<file path="config.mk">
export PLATFORM = sky130hd
export DESIGN_NAME = rf_write_sequencer_flat
export DESIGN_NICKNAME = d
export VERILOG_FILES = /design/src/rtl/rf_wb_pkg.sv /design/src/rtl/rf_write_sequencer_if.sv /design/src/rtl/rf_wb_fifo.sv /design/src/rtl/rf_write_sequencer.sv /design/src/flat_wrapper.sv
export SDC_FILE = /design/constraint.sdc
export NUM_CORES = 1
export LEC_CHECK = 0
export ABC_AREA = 1
export CELL_PAD_IN_SITES_DETAIL_PLACEMENT = 0
export CELL_PAD_IN_SITES_GLOBAL_PLACEMENT = 1
export CORE_MARGIN = 5
export CORE_UTILIZATION = 42
export DETAILED_ROUTE_END_ITERATION = 10
export PLACE_DENSITY = 0.89
export SETUP_SLACK_MARGIN = 0.1
export SYNTH_ARGS = -nofsm -noshare
export SYNTH_HDL_FRONTEND = slang
export SYNTH_SLANG_ARGS = --single-unit
</file>
<file path="constraint.sdc">
create_clock -name clock -period 5.6 [get_ports clock]
set_clock_uncertainty 0.2 [all_clocks]
set_input_delay 1.68 -clock clock [delete_from_list [all_inputs] [get_ports clock]]
set_output_delay 1.68 -clock clock [all_outputs]
set_load 0.02 [all_outputs]
</file>
<file path="src/rtl/rf_wb_pkg.sv">
// Shared types and widths for the register-file write sequencer.
// Optional bypass lookup is enabled with the RF_WB_BYPASS_EN macro (see rf_write_sequencer).
package rf_wb_pkg;

    localparam int unsigned AW   = 5;
    localparam int unsigned DW   = 32;
    localparam int unsigned NREG = 1 << AW;

    typedef struct packed {
        logic [AW-1:0] rnum;
        logic [DW-1:0] data;
    } wb_entry_t;

    localparam logic [AW-1:0] REG_ZERO = '0;

    function automatic logic is_reg_zero(input logic [AW-1:0] r);
        return r == REG_ZERO;
    endfunction

endpackage

</file>
<file path="src/rtl/rf_write_sequencer_if.sv">
// Writeback request, register-file write port, scoreboard and bypass signals.
// master: requesters/controller side; slave: the sequencer.
interface rf_write_sequencer_if;
    import rf_wb_pkg::*;

    logic            alu_valid;
    logic            alu_ready;
    logic [AW-1:0]   alu_reg;
    logic [DW-1:0]   alu_data;
    logic            mdu_valid;
    logic            mdu_ready;
    logic [AW-1:0]   mdu_reg;
    logic [DW-1:0]   mdu_data;
    logic            wr_stall;
    logic            flush;
    logic [AW-1:0]   WriteReg;
    logic [DW-1:0]   WriteData;
    logic            RegWr;
    logic [NREG-1:0] busy;
    logic [AW-1:0]   count;
    logic [AW-1:0]   byp_reg;
    logic            byp_hit;
    logic [DW-1:0]   byp_data;

    modport master (
        output alu_valid, alu_reg, alu_data,
        output mdu_valid, mdu_reg, mdu_data,
        output wr_stall, flush, byp_reg,
        input  alu_ready, mdu_ready,
        input  WriteReg, WriteData, RegWr,
        input  busy, count, byp_hit, byp_data
    );

    modport slave (
        input  alu_valid, alu_reg, alu_data,
        input  mdu_valid, mdu_reg, mdu_data,
        input  wr_stall, flush, byp_reg,
        output alu_ready, mdu_ready,
        output WriteReg, WriteData, RegWr,
        output busy, count, byp_hit, byp_data
    );

endinterface

</file>
<file path="src/rtl/rf_wb_fifo.sv">
// Circular buffer of pending writebacks; exposes entries in age order (index 0 = head).
module rf_wb_fifo
    import rf_wb_pkg::*;
#(
    parameter int unsigned DEPTH = 4
) (
    input  logic                           clk,
    input  logic                           rst_n,
    input  logic                           i_push,
    input  wb_entry_t                      i_entry,
    input  logic                           i_pop,
    input  logic                           i_flush,
    output logic [$clog2(DEPTH+1)-1:0]     o_count,
    output wb_entry_t                      o_age   [DEPTH],
    output logic [DEPTH-1:0]               o_valid
);

    localparam int unsigned PW = $clog2(DEPTH);
    localparam int unsigned CW = $clog2(DEPTH + 1);

    wb_entry_t       r_mem [DEPTH];
    logic [PW-1:0]   r_wr_ptr;
    logic [PW-1:0]   r_rd_ptr;
    logic [CW-1:0]   r_count;

    // Storage carries no reset; validity is tracked by the pointers and count.
    always_ff @(posedge clk) begin
        if (i_push && !i_flush) begin
            r_mem[r_wr_ptr] <= i_entry;
        end
    end

    always_ff @(posedge clk or negedge rst_n) begin
        if (!rst_n) begin
            r_wr_ptr <= '0;
            r_rd_ptr <= '0;
            r_count  <= '0;
        end else if (i_flush) begin
            r_wr_ptr <= '0;
            r_rd_ptr <= '0;
            r_count  <= '0;
        end else begin
            if (i_push) begin
                r_wr_ptr <= r_wr_ptr + PW'(1);
            end
            if (i_pop) begin
                r_rd_ptr <= r_rd_ptr + PW'(1);
            end
            case ({i_push, i_pop})
                2'b10:   r_count <= r_count + CW'(1);
                2'b01:   r_count <= r_count - CW'(1);
                default: r_count <= r_count;
            endcase
        end
    end

    // Power-of-two depth lets the pointer sum wrap naturally.
    always_comb begin
        for (int k = 0; k < DEPTH; k++) begin
            o_age[k]   = r_mem[r_rd_ptr + PW'(k)];
            o_valid[k] = CW'(k) < r_count;
        end
    end

    assign o_count = r_count;

endmodule

</file>
<file path="src/rtl/rf_write_sequencer.sv">
// Register-file write sequencer: arbitrates ALU/MDU writebacks, queues them in order,
// issues one write per cycle and exports a busy scoreboard. Bypass lookup under RF_WB_BYPASS_EN.
module rf_write_sequencer
    import rf_wb_pkg::*;
#(
    parameter int unsigned DEPTH = 4
) (
    input  logic                 clock,
    input  logic                 reset_n,
    rf_write_sequencer_if.slave  bus
);

    localparam int unsigned CW = $clog2(DEPTH + 1);

    logic [CW-1:0]   w_count;
    wb_entry_t       w_age [DEPTH];
    logic [DEPTH-1:0] w_valid;
    logic            w_full;
    logic            w_empty;
    logic            w_take_mdu;
    logic            w_take_alu;
    logic            w_push;
    logic            w_pop;
    wb_entry_t       w_req;

    logic            r_regwr;
    logic [AW-1:0]   r_wreg;
    logic [DW-1:0]   r_wdata;

    logic [NREG-1:0] w_busy;
    logic            w_byp_hit;
    logic [DW-1:0]   w_byp_data;

    assign w_full  = (w_count == CW'(DEPTH));
    assign w_empty = (w_count == '0);

    // Readiness depends on occupancy only; flush drops any same-cycle request.
    assign bus.mdu_ready = !w_full && !bus.flush;
    assign bus.alu_ready = !w_full && !bus.flush && !bus.mdu_valid;

    assign w_take_mdu = bus.mdu_valid && bus.mdu_ready;
    assign w_take_alu = bus.alu_valid && bus.alu_ready;

    always_comb begin
        w_req = '0;
        if (bus.mdu_valid) begin
            w_req.rnum = bus.mdu_reg;
            w_req.data = bus.mdu_data;
        end else begin
            w_req.rnum = bus.alu_reg;
            w_req.data = bus.alu_data;
        end
    end

    // Writes to register 0 complete the handshake but are discarded here.
    assign w_push = (w_take_mdu || w_take_alu) && !is_reg_zero(w_req.rnum);
    assign w_pop  = !w_empty && !bus.wr_stall && !bus.flush;

    rf_wb_fifo #(.DEPTH(DEPTH)) u_fifo (
        .clk     (clock),
        .rst_n   (reset_n),
        .i_push  (w_push),
        .i_entry (w_req),
        .i_pop   (w_pop),
        .i_flush (bus.flush),
        .o_count (w_count),
        .o_age   (w_age),
        .o_valid (w_valid)
    );

    // Output stage: address/data hold when no write is issued.
    always_ff @(posedge clock or negedge reset_n) begin
        if (!reset_n) begin
            r_regwr <= 1'b0;
            r_wreg  <= '0;
            r_wdata <= '0;
        end else if (w_pop) begin
            r_regwr <= 1'b1;
            r_wreg  <= w_age[0].rnum;
            r_wdata <= w_age[0].data;
        end else begin
            r_regwr <= 1'b0;
        end
    end

    always_comb begin
        w_busy = '0;
        for (int k = 0; k < DEPTH; k++) begin
            if (w_valid[k]) begin
                w_busy[w_age[k].rnum] = 1'b1;
            end
        end
        if (r_regwr) begin
            w_busy[r_wreg] = 1'b1;
        end
        w_busy[REG_ZERO] = 1'b0;
    end

`ifdef RF_WB_BYPASS_EN
    // Oldest first so a younger match overrides: output stage, then head to tail.
    always_comb begin
        w_byp_hit  = 1'b0;
        w_byp_data = '0;
        if (r_regwr && r_wreg == bus.byp_reg) begin
            w_byp_hit  = 1'b1;
            w_byp_data = r_wdata;
        end
        for (int k = 0; k < DEPTH; k++) begin
            if (w_valid[k] && w_age[k].rnum == bus.byp_reg) begin
                w_byp_hit  = 1'b1;
                w_byp_data = w_age[k].data;
            end
        end
        if (is_reg_zero(bus.byp_reg)) begin
            w_byp_hit  = 1'b0;
            w_byp_data = '0;
        end
    end
`else
    logic w_unused_byp;
    assign w_unused_byp = ^bus.byp_reg;
    assign w_byp_hit    = 1'b0;
    assign w_byp_data   = '0;
`endif

    assign bus.RegWr     = r_regwr;
    assign bus.WriteReg  = r_wreg;
    assign bus.WriteData = r_wdata;
    assign bus.busy      = w_busy;
    assign bus.count     = AW'(w_count);
    assign bus.byp_hit   = w_byp_hit;
    assign bus.byp_data  = w_byp_data;

endmodule

</file>
<file path="src/flat_wrapper.sv">
// flat-port wrapper written by rule: the top's interface ports become plain ports
module rf_write_sequencer_flat import rf_wb_pkg::*;
#(
    parameter int unsigned DEPTH = 4
)
  (clock, reset_n, bus_alu_valid, bus_alu_reg, bus_alu_data, bus_mdu_valid, bus_mdu_reg, bus_mdu_data, bus_wr_stall, bus_flush, bus_byp_reg, bus_alu_ready, bus_mdu_ready, bus_WriteReg, bus_WriteData, bus_RegWr, bus_busy, bus_count, bus_byp_hit, bus_byp_data);
  rf_write_sequencer_if bus_i ();
  input  logic clock;
  input  logic reset_n;
  input wire logic [$bits(bus_i.alu_valid)-1:0] bus_alu_valid;
  input wire logic [$bits(bus_i.alu_reg)-1:0] bus_alu_reg;
  input wire logic [$bits(bus_i.alu_data)-1:0] bus_alu_data;
  input wire logic [$bits(bus_i.mdu_valid)-1:0] bus_mdu_valid;
  input wire logic [$bits(bus_i.mdu_reg)-1:0] bus_mdu_reg;
  input wire logic [$bits(bus_i.mdu_data)-1:0] bus_mdu_data;
  input wire logic [$bits(bus_i.wr_stall)-1:0] bus_wr_stall;
  input wire logic [$bits(bus_i.flush)-1:0] bus_flush;
  input wire logic [$bits(bus_i.byp_reg)-1:0] bus_byp_reg;
  output wire logic [$bits(bus_i.alu_ready)-1:0] bus_alu_ready;
  output wire logic [$bits(bus_i.mdu_ready)-1:0] bus_mdu_ready;
  output wire logic [$bits(bus_i.WriteReg)-1:0] bus_WriteReg;
  output wire logic [$bits(bus_i.WriteData)-1:0] bus_WriteData;
  output wire logic [$bits(bus_i.RegWr)-1:0] bus_RegWr;
  output wire logic [$bits(bus_i.busy)-1:0] bus_busy;
  output wire logic [$bits(bus_i.count)-1:0] bus_count;
  output wire logic [$bits(bus_i.byp_hit)-1:0] bus_byp_hit;
  output wire logic [$bits(bus_i.byp_data)-1:0] bus_byp_data;
  assign bus_i.alu_valid = bus_alu_valid;
  assign bus_i.alu_reg = bus_alu_reg;
  assign bus_i.alu_data = bus_alu_data;
  assign bus_i.mdu_valid = bus_mdu_valid;
  assign bus_i.mdu_reg = bus_mdu_reg;
  assign bus_i.mdu_data = bus_mdu_data;
  assign bus_i.wr_stall = bus_wr_stall;
  assign bus_i.flush = bus_flush;
  assign bus_i.byp_reg = bus_byp_reg;
  assign bus_alu_ready = bus_i.alu_ready;
  assign bus_mdu_ready = bus_i.mdu_ready;
  assign bus_WriteReg = bus_i.WriteReg;
  assign bus_WriteData = bus_i.WriteData;
  assign bus_RegWr = bus_i.RegWr;
  assign bus_busy = bus_i.busy;
  assign bus_count = bus_i.count;
  assign bus_byp_hit = bus_i.byp_hit;
  assign bus_byp_data = bus_i.byp_data;
  rf_write_sequencer #(.DEPTH(DEPTH)) u_core (.clock(clock), .reset_n(reset_n), .bus(bus_i));
endmodule
</file>
# Yosys cells after proc, flatten, opt, wreduce, memory -nomap -nowiden
# Memories as Yosys holds them, arrays and structs flattened.
# Cells that the tools add are included.
[word_totals]
regBits = 45
latch_bits = 0
ram_bits = 148
n_memories = 1
mem_bits_ro = 0
inputBits = 85
[classes]
n_eq_ne = 3
shifts = 0
n_div = 0
reduce_logical = 25
order_cmp = 14
n_mul = 0
add_sub_neg = 6
mux = 25
n_bitwise = 4
[mem_list]
columns = ["name", "words", "width", "read_ports", "rd_ports_with_merged_regs", "write_ports", "line", "source"]
rows = [
  ["u_core.u_fifo.r_mem", 4, 37, 4, 0, 1, "rf_wb_fifo.sv:21", "wb_entry_t r_mem [DEPTH];"],
]
[op_table]
columns = ["cell", "n"]
rows = [
  ["32-bit 2-to-1 mux", 5],
  ["32-bit bitwise OR", 4],
  ["37-bit 2-to-1 mux", 1],
  ["5-bit by 6-bit < comparator with 1-bit output, second input constant", 5],
  ["1-bit demux with 5-bit select", 5],
  ["5-bit by 1-bit greater-or-equal comparator with 1-bit output, second input constant", 5],
  ["1-bit logical AND", 13],
  ["1-bit 2-to-1 mux", 8],
  ["2-bit 2-to-1 mux", 4],
  ["1-bit zero test", 6],
  ["1-bit by 3-bit < comparator with 1-bit output, first input constant", 2],
  ["2-bit by 3-bit < comparator with 1-bit output, first input constant", 2],
  ["3-bit case mux with 2 select lines", 1],
  ["5-bit zero test", 1],
  ["2-bit by 1-bit adder with 2-bit output, second input constant", 2],
  ["2-bit adder, second input constant", 2],
  ["2-bit nonzero test", 2],
  ["3-bit by 1-bit adder with 3-bit output, second input constant", 1],
  ["3-bit == test, second input constant", 1],
  ["3-bit zero test", 1],
  ["3-bit 2-to-1 mux", 1],
  ["3-bit nonzero test", 1],
  ["3-bit by 1-bit subtractor with 3-bit output, second input constant", 1],
  ["2-bit by 1-bit == test with 1-bit output, second input constant", 1],
  ["other kinds (2)", 2],
]

# Depth between registers and ports, before layout
# An unclocked memory read counts as a cell.
[depth]
ltp_word = 14
depth_mapped = 14
mapped_depth_nobuf = 12

# By module
# A second synthesis with hierarchy kept.
[hier_totals]
cells_unflattened = 1650
hier_area_um2 = 12064.1
[modules_own_cells]
columns = ["module", "cells_per_inst", "instances", "area_per_inst_um2"]
rows = [
  ["rf_wb_fifo", 947, 1, 8309.2],
  ["rf_write_sequencer", 703, 1, 3754.9],
]

# Least setup slack after synthesis
# Ideal clock, no wire load.
[synth_timing]
path_kind = "input to register"
start = "input bus_flush"
end = "memory u_core.u_fifo.r_mem[0][0] (netlist bit), enable pin"
cell_stages = 5
path_buffers = 0
setup_slack_ns = 1.114
required_time_ns = 4.969
t_arrival_ns = 3.854
setup_time_ns = 0.431
cell_sequence = "clkinv_1 -> o21ai_0 -> nor2_1 -> nand2_1 -> nor2_1"
[synth_via]
elab_chain_len = 9
[synth_rtl]
columns = ["item", "line", "source"]
rows = [
  ["start: declaration", "flat_wrapper.sv:17", "input wire logic [$bits(bus_i.flush)-1:0] bus_flush;"],
  ["1-bit zero test (*)", "rf_wb_fifo.sv:28, rf_write_sequencer.sv:38, rf_write_sequencer.sv:39", ""],
  ["1-bit logical AND", "rf_write_sequencer.sv:38, rf_write_sequencer.sv:39", ""],
  ["1-bit logical AND", "rf_write_sequencer.sv:39", "assign bus.alu_ready = !w_full && !bus.flush && !bus.mdu_valid;"],
  ["1-bit logical AND", "rf_write_sequencer.sv:42", "assign w_take_alu = bus.alu_valid && bus.alu_ready;"],
  ["1-bit logical OR", "rf_write_sequencer.sv:56", "assign w_push = (w_take_mdu || w_take_alu) && !is_reg_zero(w_req.rnum);"],
  ["1-bit logical AND", "rf_write_sequencer.sv:56", ""],
  ["1-bit logical AND (*)", "rf_wb_fifo.sv:28", "if (i_push && !i_flush) begin"],
  ["1-bit 2-to-1 mux (*)", "rf_wb_fifo.sv:28", ""],
  ["1-bit 2-to-1 mux (implied by the code) (*)", "rf_wb_fifo.sv:29", "r_mem[r_wr_ptr] <= i_entry;"],
  ["end: declaration", "rf_wb_fifo.sv:21", ""],
]
# Every way passes the cells marked *; elsewhere a longest branch is shown, timed or not.

# Final worst setup path
[layout_timing]
start = "input bus_flush"
end = "output bus_alu_ready"
[layout_via]
elab_chain_len = 3
[layout_rtl]
columns = ["item", "line", "source"]
rows = [
  ["1-bit zero test", "rf_write_sequencer.sv:39", ""],
  ["1-bit logical AND (2 in series)", "rf_write_sequencer.sv:39", ""],
  ["end: declaration", "flat_wrapper.sv:19", "output wire logic [$bits(bus_i.alu_ready)-1:0] bus_alu_ready;"],
]
# Every way passes these cells.

==> metrics.csv <==
stage;metric;value;unit
route;vias;8163;
grt;busiest_layer;met2;
worst_setup_path;cp_data_required_time;3720;ps
cells_and_area;final_nets;1447;
timing;drv_slew;0;
worst_setup_path;ff2ff_path_depth;8;
synth;synth_edf_count;148;
route;final_antenna_net_count;0;
synth;synth_area_leader_cell;edfxtp_1;
timing;fmax;0.1947;GHz
cells_and_area;regArea;5572;sq um
job;cap_violations;0;
synth;netlist_area;10040;sq um
floorplan;rows;56;
synth;async_reset_ff_frac;0.2332;
synth;yosysMostFrequentCell;nand2_1;
grt;use_met1;0.2445;
clocking;cts_resized;0;
placed_design;portBuffers;153;
floorplan;core_area;23540;sq um
placed_design;dp_hpwl;18980;um
worst_setup_path;reg2reg_slack;2660;ps
grt;grt_pass1_vias;7734;
clocking;cts_buffer_depth;2;
grt;antenna_found_initial;1;
clocking;cts_hold_buf;0;
clocking;cts.sinks;193;
route;totalWireLength;26550;um
cells_and_area;fillers;2192;
clocking;insertion_delay;430;ps
grt;track_usage;0.1955;
grt;grt_max_degree;44;
cells_and_area;final_cell_area;12390;sq um
worst_hold_path;holdPathEnd;u_core.bus.WriteData[16];
synth;ys_seq_elements;193;
route;drtPass1Iterations;5;
worst_hold_path;min_path_cells;2;
timing;finalHoldViolCount;0;
power;power_density;427.2;nW/um^2
clocking;post-cts-setup-buffers;0;
route;drt_iter0_drc;483;
cells_and_area;antenna_cells;0;
placed_design;placed_cell_area;11820;sq um
floorplan;die_x;164.6;um
grt;grt_pass1_wl;41010;um
timing;setup-tns-final;0;ps
timing;setup_viol;0;
clocking;cts_tree;built;
power;p_leak;5.162;nW
cells_and_area;multi_input_area;3849;sq um
synth;yosysWarnings;0;
timing;tightest_slew;957.7;ps
outcome;status;completed;
timing;post-route-period-util;0.9173;
floorplan;num_io_pins;195;
grt;met2_usage;0.3412;
clocking;clockRootBuffer;clkbuf_16;
synth;synthFlopType;edfxtp_1;
floorplan;dieArea;27100;sq um
synth;synth_area_leaders;edfxtp_1 (44%), nand2_1 (20%), dfrtp_1 (11%);
synth;syn_avg_cell_area;8.321;sq um
worst_setup_path;worstSetupEndpointType;primary output;
route;drc;0;
worst_hold_path;worstHoldStart;u_core.bus.WriteData[16];
timing;period_minus_slack;5137;ps
grt;use_met3;0.04243;
synth;seq_area_frac_synth;0.5546;
synth;ys_top_cells_by_count;nand2_1 (524), edfxtp_1 (148), nor2_1 (136);
worst_setup_path;crit_type;input port to primary output;
clocking;clk_pin_slew;70;ps
power;ir_worst_vdd;0.2388;mV
floorplan;die_h;164.6;um
synth;synth_cell_types;30;
worst_setup_path;worstSetupStartpointType;input port;
cells_and_area;synthToLayoutAreaGrowth;23.41;%
floorplan;initial_core_util;0.4266;
cells_and_area;drive_above_1_share;0.06803;
synth;synthCells;1207;
synth;netlist.area_leader.share;0.4425;
worst_hold_path;hold_class;register to register;
placed_design;gp_congestion;0.8922;
clocking;h-tree-depth;4;
worst_setup_path;path_max_fanout;3;
worst_setup_path;worstPathArrival;3260;ps
route;vias_per_cell;4.842;
timing;rsz0062_at_grt;no;
grt;gr-total-overflow;0;
worst_setup_path;r2r-end;u_core.u_fifo.r_mem[2][14];
timing;relSlewSlack;0.3600;
clocking;cts_made_buffers;17;
route;wl_per_cell;15.75;um
worst_setup_path;reg2reg_from;u_core.u_fifo.o_count[0];
[worst max-delay path by stage]
| stage | startpoint | to | slack [ps] | depth (start not counted) |
|---|---|---|---|---|
| final | bus_flush | bus_alu_ready | 460 | 5 |
| after global routing | u_core.u_fifo.r_rd_ptr[0] | bus_busy[30] | 290 | 12 |
| after CTS | u_core.u_fifo.r_rd_ptr[1] | bus_busy[14] | 380 | 9 |
| after detailed placement | bus_flush | bus_alu_ready | 450 | 5 |
| after global placement | bus_flush | bus_alu_ready | 450 | 5 |
| after floorplan | bus_flush | u_core.u_fifo.r_mem[0][0] | 1110 | 5 |
[critical path, cell delays in order]
cell and delay, ps:
clkdlybuf4s50_1 460, clkinv_1 80, o21ai_0 230, nor2_1 160
clkdlybuf4s50_1 630
[flip-flops by register name (all words and copies together) (netlist names)]
signal / flops
u_core.u_fifo.r_mem: 148
u_core.bus.WriteData: 32
u_core.u_fifo.r_wr_ptr: 2
u_core.bus.RegWr: 1
u_core.u_fifo.o_count: 3
u_core.bus.WriteReg: 5
u_core.u_fifo.r_rd_ptr: 2
[logic make-up after synthesis]
family	Yosys count	share of synthesized area
buffers and inverters	157	0.07923
AND/OR/NAND/NOR	759	0.3037
flip-flops	193	0.5546
other	1	0.0003734
AO/OA/AOI/OAI	87	0.05033
XOR/XNOR	2	0.001744
adder cells (fa/ha/maj)	8	0.009967
[power by group]
group          leakage (nW)  switching [mW]  internal (mW)  total (mW)
clock network         0.280           0.556          0.595        1.15
registers              1.92           0.148           1.80        1.94
logic                  2.96            1.44          0.763        2.20
[layout make-up]
type | instances | share of cell area
Sequential cell | 193 | 0.4495
Multi-Input combinational cell | 892 | 0.3105
Timing Repair Buffer | 167 | 0.1357
Clock buffer | 19 | 0.03493
Tap cell | 319 | 0.03220
Inverter | 83 | 0.02574
Clock inverter | 13 | 0.01141
[metal layers]
metal  up-vias  wire length, um
li1       4125                -
met1      3730            10910
met2       272            13340
met3        34             1797
met4         2              488
met5         -               11
[placed cells by master (no fill, tap or decap), types with 17 or more instances in the layout]
master / n
clkbuf_16: 17
clkdlybuf4s50_1: 152
conb_1: 36
dfrtp_1: 44
edfxtp_1: 148
inv_1: 71
nand2_1: 523
nand3_1: 39
nand4_1: 32
nor2_1: 131
o21ai_0: 37
o21ai_1: 18
[through the flow]
stage	power (mW)	hold slack (ps)	worst slack, ps	utilization	std cells
6_report	5.294	283.7	463.2	0.5265	1686
4_1_cts	5.322	288.7	385.0	0.5264	1686
2_1_floorplan	3.336	314.5	1114	-	1242
5_1_grt	5.621	315.1	293.4	0.5265	1686
3_3_place_gp	4.140	263.9	445.1	0.5020	1654
3_5_place_dp	4.175	263.8	450.4	0.5020	1654
No activity file was read; power rests on OpenSTA's default activity.
